**config.mk**
```make
export PLATFORM = sky130hd
export DESIGN_NAME = bullet_ctrl_flat
export DESIGN_NICKNAME = d
export VERILOG_FILES = /design/src/rtl/bullet_ctrl_if.sv /design/src/rtl/bullet_ctrl.sv /design/src/flat_wrapper.sv
export SDC_FILE = /design/constraint.sdc
export NUM_CORES = 1
export LEC_CHECK = 0
export CORE_UTILIZATION = 30
export CTS_BUF_LIST = sky130_fd_sc_hd__clkbuf_16
export CTS_CLUSTER_SIZE = 25
export DETAILED_ROUTE_END_ITERATION = 10
export PLACE_DENSITY = 0.57
export SYNTH_ARGS = -nofsm -noshare
export SYNTH_HDL_FRONTEND = slang
export SYNTH_SLANG_ARGS = --single-unit
```
**constraint.sdc**
```tcl
create_clock -name clk -period 5.31 [get_ports clk]
set_input_delay 1.062 -clock clk [delete_from_list [all_inputs] [get_ports clk]]
set_output_delay 1.062 -clock clk [all_outputs]
set_load 0.1 [all_outputs]
```
**src/rtl/bullet_ctrl_if.sv**
```systemverilog
// Bullet controller signal bundle.
// master drives player/video/collision inputs, slave is the controller.
interface bullet_ctrl_if;
   logic       frameTick;
   logic       fire;
   logic [9:0] shooterPosX;
   logic [9:0] shooterPosY;
   logic       collision;
   logic [9:0] horCnt;
   logic [9:0] verCnt;
   logic [9:0] bulletPosX;
   logic [9:0] bulletPosY;
   logic       bulletActive;
   logic       hitPulse;
   logic [5:0] rgbContent;

   modport master (
      output frameTick, fire, shooterPosX, shooterPosY,
      output collision, horCnt, verCnt,
      input  bulletPosX, bulletPosY, bulletActive,
      input  hitPulse, rgbContent
   );

   modport slave (
      input  frameTick, fire, shooterPosX, shooterPosY,
      input  collision, horCnt, verCnt,
      output bulletPosX, bulletPosY, bulletActive,
      output hitPulse, rgbContent
   );
endinterface

```
**src/rtl/bullet_ctrl.sv**
```systemverilog
// Player bullet controller: launch, per-frame climb, hit/miss retire, cooldown.
// Define BULLET_RENDER_EN to also produce the registered bullet pixel colour.
module bullet_ctrl #(
   parameter int         SPEED           = 4,
   parameter int         TOP_LIMIT       = 10,
   parameter int         LAUNCH_OFS      = 8,
   parameter int         COOLDOWN_FRAMES = 8,
   parameter logic [9:0] PARK            = 10'd1023,
   parameter int         BULLET_W        = 2,
   parameter int         BULLET_H        = 4,
   parameter logic [5:0] COLOR           = 6'b111111
) (
   input logic         clk,
   input logic         reset,
   bullet_ctrl_if.slave bus
);

   typedef enum logic [1:0] {IDLE, FLYING, HIT, COOLDOWN} state_t;

   localparam int          CD_LAST   = (COOLDOWN_FRAMES < 1) ? 0 : COOLDOWN_FRAMES - 1;
   localparam logic [15:0] CD_LAST_V = 16'(CD_LAST);
   localparam logic [9:0]  SPEED_V   = 10'(SPEED);
   localparam logic [9:0]  OFS_V     = 10'(LAUNCH_OFS);
   localparam logic [10:0] RETIRE_Y  = 11'(TOP_LIMIT + SPEED);

   state_t      state;
   logic [15:0] cdCnt;
   logic [9:0]  launchY;
   logic        retire;

   // Launch height clamps at the top edge instead of wrapping.
   always_comb begin
      launchY = (bus.shooterPosY < OFS_V) ? 10'd0 : bus.shooterPosY - OFS_V;
      retire  = ({1'b0, bus.bulletPosY} <= RETIRE_Y);
   end

   // Bullet state machine with registered position and status outputs.
   always_ff @(posedge clk) begin
      if (reset) begin
         state            <= IDLE;
         cdCnt            <= '0;
         bus.bulletPosX   <= PARK;
         bus.bulletPosY   <= PARK;
         bus.bulletActive <= 1'b0;
         bus.hitPulse     <= 1'b0;
      end else begin
         bus.hitPulse <= 1'b0;
         case (state)
            IDLE: begin
               if (bus.frameTick && bus.fire) begin
                  bus.bulletPosX   <= bus.shooterPosX;
                  bus.bulletPosY   <= launchY;
                  bus.bulletActive <= 1'b1;
                  state            <= FLYING;
               end
            end
            FLYING: begin
               if (bus.collision) begin
                  bus.bulletPosX   <= PARK;
                  bus.bulletPosY   <= PARK;
                  bus.bulletActive <= 1'b0;
                  bus.hitPulse     <= 1'b1;
                  state            <= HIT;
               end else if (bus.frameTick) begin
                  if (retire) begin
                     bus.bulletPosX   <= PARK;
                     bus.bulletPosY   <= PARK;
                     bus.bulletActive <= 1'b0;
                     cdCnt            <= '0;
                     state            <= COOLDOWN;
                  end else begin
                     bus.bulletPosY <= bus.bulletPosY - SPEED_V;
                  end
               end
            end
            HIT: begin
               if (bus.frameTick) begin
                  cdCnt <= '0;
                  state <= COOLDOWN;
               end
            end
            COOLDOWN: begin
               if (bus.frameTick) begin
                  if (cdCnt == CD_LAST_V) begin
                     state <= IDLE;
                  end else begin
                     cdCnt <= cdCnt + 16'd1;
                  end
               end
            end
            default: state <= IDLE;
         endcase
      end
   end

`ifdef BULLET_RENDER_EN
   localparam logic [10:0] BW_V = 11'(BULLET_W);
   localparam logic [10:0] BH_V = 11'(BULLET_H);

   logic [10:0] hx;
   logic [10:0] vy;
   logic [10:0] bx;
   logic [10:0] by;
   logic        onBullet;

   // Widened compares; the left edge is rearranged so small X never wraps.
   always_comb begin
      hx       = {1'b0, bus.horCnt};
      vy       = {1'b0, bus.verCnt};
      bx       = {1'b0, bus.bulletPosX};
      by       = {1'b0, bus.bulletPosY};
      onBullet = bus.bulletActive
               && (hx + BW_V > bx) && (hx < bx + BW_V)
               && (vy >= by) && (vy < by + BH_V);
   end

   // Pixel colour, one cycle behind the scan counters.
   always_ff @(posedge clk) begin
      if (reset) begin
         bus.rgbContent <= 6'b000000;
      end else begin
         bus.rgbContent <= onBullet ? COLOR : 6'b000000;
      end
   end
`else
   logic unusedRender;

   assign bus.rgbContent = 6'b000000;
   assign unusedRender   = ^{bus.horCnt, bus.verCnt};
`endif

endmodule

```
**src/flat_wrapper.sv**
```systemverilog
// flat-port wrapper written by rule: the top's interface ports become plain ports
module bullet_ctrl_flat 
#(
   parameter int         SPEED           = 4,
   parameter int         TOP_LIMIT       = 10,
   parameter int         LAUNCH_OFS      = 8,
   parameter int         COOLDOWN_FRAMES = 8,
   parameter logic [9:0] PARK            = 10'd1023,
   parameter int         BULLET_W        = 2,
   parameter int         BULLET_H        = 4,
   parameter logic [5:0] COLOR           = 6'b111111
)
  (clk, reset, bus_frameTick, bus_fire, bus_shooterPosX, bus_shooterPosY, bus_collision, bus_horCnt, bus_verCnt, bus_bulletPosX, bus_bulletPosY, bus_bulletActive, bus_hitPulse, bus_rgbContent);
  bullet_ctrl_if bus_i ();
  input logic clk;
  input logic reset;
  input wire logic [$bits(bus_i.frameTick)-1:0] bus_frameTick;
  input wire logic [$bits(bus_i.fire)-1:0] bus_fire;
  input wire logic [$bits(bus_i.shooterPosX)-1:0] bus_shooterPosX;
  input wire logic [$bits(bus_i.shooterPosY)-1:0] bus_shooterPosY;
  input wire logic [$bits(bus_i.collision)-1:0] bus_collision;
  input wire logic [$bits(bus_i.horCnt)-1:0] bus_horCnt;
  input wire logic [$bits(bus_i.verCnt)-1:0] bus_verCnt;
  output wire logic [$bits(bus_i.bulletPosX)-1:0] bus_bulletPosX;
  output wire logic [$bits(bus_i.bulletPosY)-1:0] bus_bulletPosY;
  output wire logic [$bits(bus_i.bulletActive)-1:0] bus_bulletActive;
  output wire logic [$bits(bus_i.hitPulse)-1:0] bus_hitPulse;
  output wire logic [$bits(bus_i.rgbContent)-1:0] bus_rgbContent;
  assign bus_i.frameTick = bus_frameTick;
  assign bus_i.fire = bus_fire;
  assign bus_i.shooterPosX = bus_shooterPosX;
  assign bus_i.shooterPosY = bus_shooterPosY;
  assign bus_i.collision = bus_collision;
  assign bus_i.horCnt = bus_horCnt;
  assign bus_i.verCnt = bus_verCnt;
  assign bus_bulletPosX = bus_i.bulletPosX;
  assign bus_bulletPosY = bus_i.bulletPosY;
  assign bus_bulletActive = bus_i.bulletActive;
  assign bus_hitPulse = bus_i.hitPulse;
  assign bus_rgbContent = bus_i.rgbContent;
  bullet_ctrl #(.SPEED(SPEED), .TOP_LIMIT(TOP_LIMIT), .LAUNCH_OFS(LAUNCH_OFS), .COOLDOWN_FRAMES(COOLDOWN_FRAMES), .PARK(PARK), .BULLET_W(BULLET_W), .BULLET_H(BULLET_H), .COLOR(COLOR)) u_core (.clk(clk), .reset(reset), .bus(bus_i));
endmodule
```
==> flow_summary.json <==
{
  "crit_fanout": 17,
  "die_w_um": 89.0,
  "via_per_inst": 5.08,
  "grt_pass1_wl_mm": 9.18,
  "diodes": 0,
  "die_h_um": 89.0,
  "grt_pass1_vias": 1995,
  "synth_top_cells_by_area": "dfxtp_1, o21ai_0, nor2_1",
  "fin_nets": 378,
  "power_density_nw_per_um2": 518,
  "avgSynthCellArea_um2": 8.05,
  "slew_violations": 0,
  "final_hold_viol_count": 0,
  "synthArstFlopShare": 0,
  "start_util": 0.311,
  "synth_edf_count": 0,
  "synth_top_area_cell": "dfxtp_1",
  "cts_tree": "yes",
  "dp_cells": 416,
  "grt_max_degree": 29,
  "drt_pass1_iterations": 4,
  "setup_viol_count_final": 0,
  "wl_mm": 5.54,
  "ios": 73,
  "p_leak_nw": 1.06,
  "place_hpwl_mm": 3.96,
  "final_layout_size_suffix_gt1_frac": 0.0708,
  "postCtsSetupRepairBufs": 0,
  "peakVddDrop_v": 0.000255,
  "vias": 2155,
  "portBuffers": 46,
  "tritoncts.num_buffers": 5,
  "cp.arrival_ns": 3.28,
  "postCtsHoldBufs": 0,
  "htreeDepth": 2,
  "cpPeakStageDelay_ns": 0.70,
  "antenna_found_initial": 0,
  "route.detailed.drc": 0,
  "rows": 31,
  "worst_pin_slew_ns": 0.974,
  "globalplace.congestion": 0.772,
  "status": "finished clean",
  "drt.antenna.violating_nets": 0,
  "synth_top_area_frac": 0.353,
  "synth-main-ff-cell": "dfxtp_1",
  "synth-seq-area-share": 0.353,
  "final_cell_count_no_fill": 424,
  "clkLatencyLatePin_ns": 0.28,
  "synth_area_um2": 2270,
  "tns_ns": 0,
  "timing.final.crit_period_ns": 3.07,
  "track_usage": 0.147,
  "overflow": 0,
  "ys_types": 57,
  "fmax_mhz": 325,
  "routedWlPerCell_um": 13.1,
  "syn_to_final_growth_pct": 29.5,
  "yosys_warnings": 0,
  "cts.sink_count": 40,
  "path_class": "input pin to flip-flop",
  "rsz0062_at_grt": "no",
  "dieArea_um2": 7920,
  "clkTransAtPathRegs_ns": 0.07,
  "drt_first_iter_violations": 74,
  "coreArea_um2": 7290,
  "cp_data_required_time_ns": 5.51,
  "max_cap_violations": 0,
  "skew_ns": 0.00709,
  "cts_resized": 0,
  "cts-root-buf": "clkbuf_16",
  "clk_path_buf_depth": 2,
  "hp-class": "flip-flop to flip-flop",
  "synth_cells": 282,
  "start_kind": "input pin",
  "finalCritPeriodShare": 0.579,
  "maxSlewHeadroom": 0.349,
  "final_core_util": 0.403,
  "path_cells": "clkdlybuf4s50_1, o21ai_0, o21a_1, nor2_1, nor2_1, o21ai_0",
  "end_kind": "flip-flop",
  "slowest_stage": "nor2_1",
  "synth-seq-cells": 40
}
area by class of cell:
| type | count | area, µm² |
|---|---|---|
| Clock buffer | 5 | 125 |
| Clock inverter | 3 | 46.3 |
| Fill cell | 782 | 4350 |
| Inverter | 11 | 41.3 |
| Multi-Input combinational cell | 220 | 1340 |
| Sequential cell | 40 | 801 |
| Tap cell | 99 | 124 |
| Timing Repair Buffer | 46 | 460 |
cells in the mapped netlist, types with 2 or more instances:
master / n
inv_1: 11
o21ai_0: 29
a21oi_1: 18
nand2b_1: 2
or4_1: 3
nand4_1: 5
nor4_1: 3
xnor2_1: 3
nor3_1: 20
mux2i_1: 2
or3_1: 5
dfxtp_1: 40
xor2_1: 8
nand2_1: 21
buf_4: 6
a31oi_1: 3
o31ai_1: 3
buf_6: 3
nand3_1: 12
ha_1: 9
mux2_2: 2
nor2_1: 34
clkbuf_1: 6
critical path, delay by kind of cell:
| family | cells | cell delay (ns) |
|---|---|---|
| AO/OA/AOI/OAI | 3 | 0.82 |
| AND/OR/NAND/NOR | 2 | 0.77 |
| buffers and inverters | 1 | 0.62 |
state kept, by name (all words and copies together) (netlist names):
name and flops:
u_core.bus.bulletActive 1, u_core.bus.bulletPosX 10, u_core.bus.bulletPosY 10, u_core.bus.hitPulse 1
u_core.cdCnt 16, u_core.state 2
per-layer routing:
layer / GRT usage / wire length [µm] / up-vias
li1: - / - / 1088
met3: 0.0249 / 287 / 4
met5: 0 / 0 / -
met2: 0.255 / 2590 / 57
met4: 0.0433 / 61 / 0
met1: 0.189 / 2600 / 1006
placed cells by master (no fill, tap or decap), types with 2 or more instances in the layout:
cell type / Yosys / routed
mux2_2: 2 / 2
ha_1: 9 / 9
nor3_1: 20 / 20
or3_1: 5 / 5
or4_1: 3 / 3
conb_1: 1 / 6
o21ai_0: 29 / 29
nand4_1: 5 / 5
nand2b_1: 2 / 2
nor4_1: 3 / 3
nor2_1: 34 / 34
a31oi_1: 3 / 3
dfxtp_1: 40 / 40
xor2_1: 8 / 8
inv_1: 11 / 11
o31ai_1: 3 / 3
a21oi_1: 18 / 18
clkdlybuf4s50_1: 0 / 46
xnor2_1: 3 / 3
nand3_1: 12 / 12
mux2i_1: 2 / 2
clkbuf_16: 0 / 5
nand2_1: 21 / 21
stage by stage:
step,worst slack [ns],total power [mW],hold WS [ns],area [µm²]
after detailed placement,1.94,1.18,0.478,2770
final,2.24,1.52,0.493,2940
after global routing,1.90,1.60,0.510,2940
after floorplan,2.55,1.03,0.458,2290
after global placement,1.91,1.18,0.475,2770
after CTS,2.22,1.53,0.490,2940
power breakdown:
group | internal (mW) | total, mW | switching, mW | leakage, nW
registers | 0.351 | 0.406 | 0.0554 | 0.326
clock network | 0.223 | 0.350 | 0.127 | 0.0804
logic | 0.203 | 0.767 | 0.564 | 0.659
total | 0.777 | 1.52 | 0.746 | 1.06
logic make-up after synthesis:
logic type / synth area share
and+or+nand+nor: 0.260
AOI/OAI and AO/OA: 0.210
DFF: 0.353
buffers and inverters: 0.0645
xor gates and xnor gates: 0.0424
adders and majority gates: 0.0496
muxes: 0.0187
other: 0.00165
path summary, 6_finish.rpt:
kind | start | to | slack (ns) | cells past startpoint
hold reg to reg | u_core.bus.bulletActive$_SDFFE_PP0P_ | u_core.bus.bulletActive$_SDFFE_PP0P_ | 0.49 | 2
setup reg to reg | u_core.state[1]$_SDFFE_PP0P_ | u_core.bus.bulletPosY[0]$_SDFFE_PP1P_ | 2.32 | 7
setup / recovery | bus_collision | u_core.bus.bulletPosY[0]$_SDFFE_PP1P_ | 2.24 | 6
hold / removal | u_core.bus.bulletActive$_SDFFE_PP0P_ | u_core.bus.bulletActive$_SDFFE_PP0P_ | 0.49 | 2
Note: power is estimated with default switching activity, not from simulation.
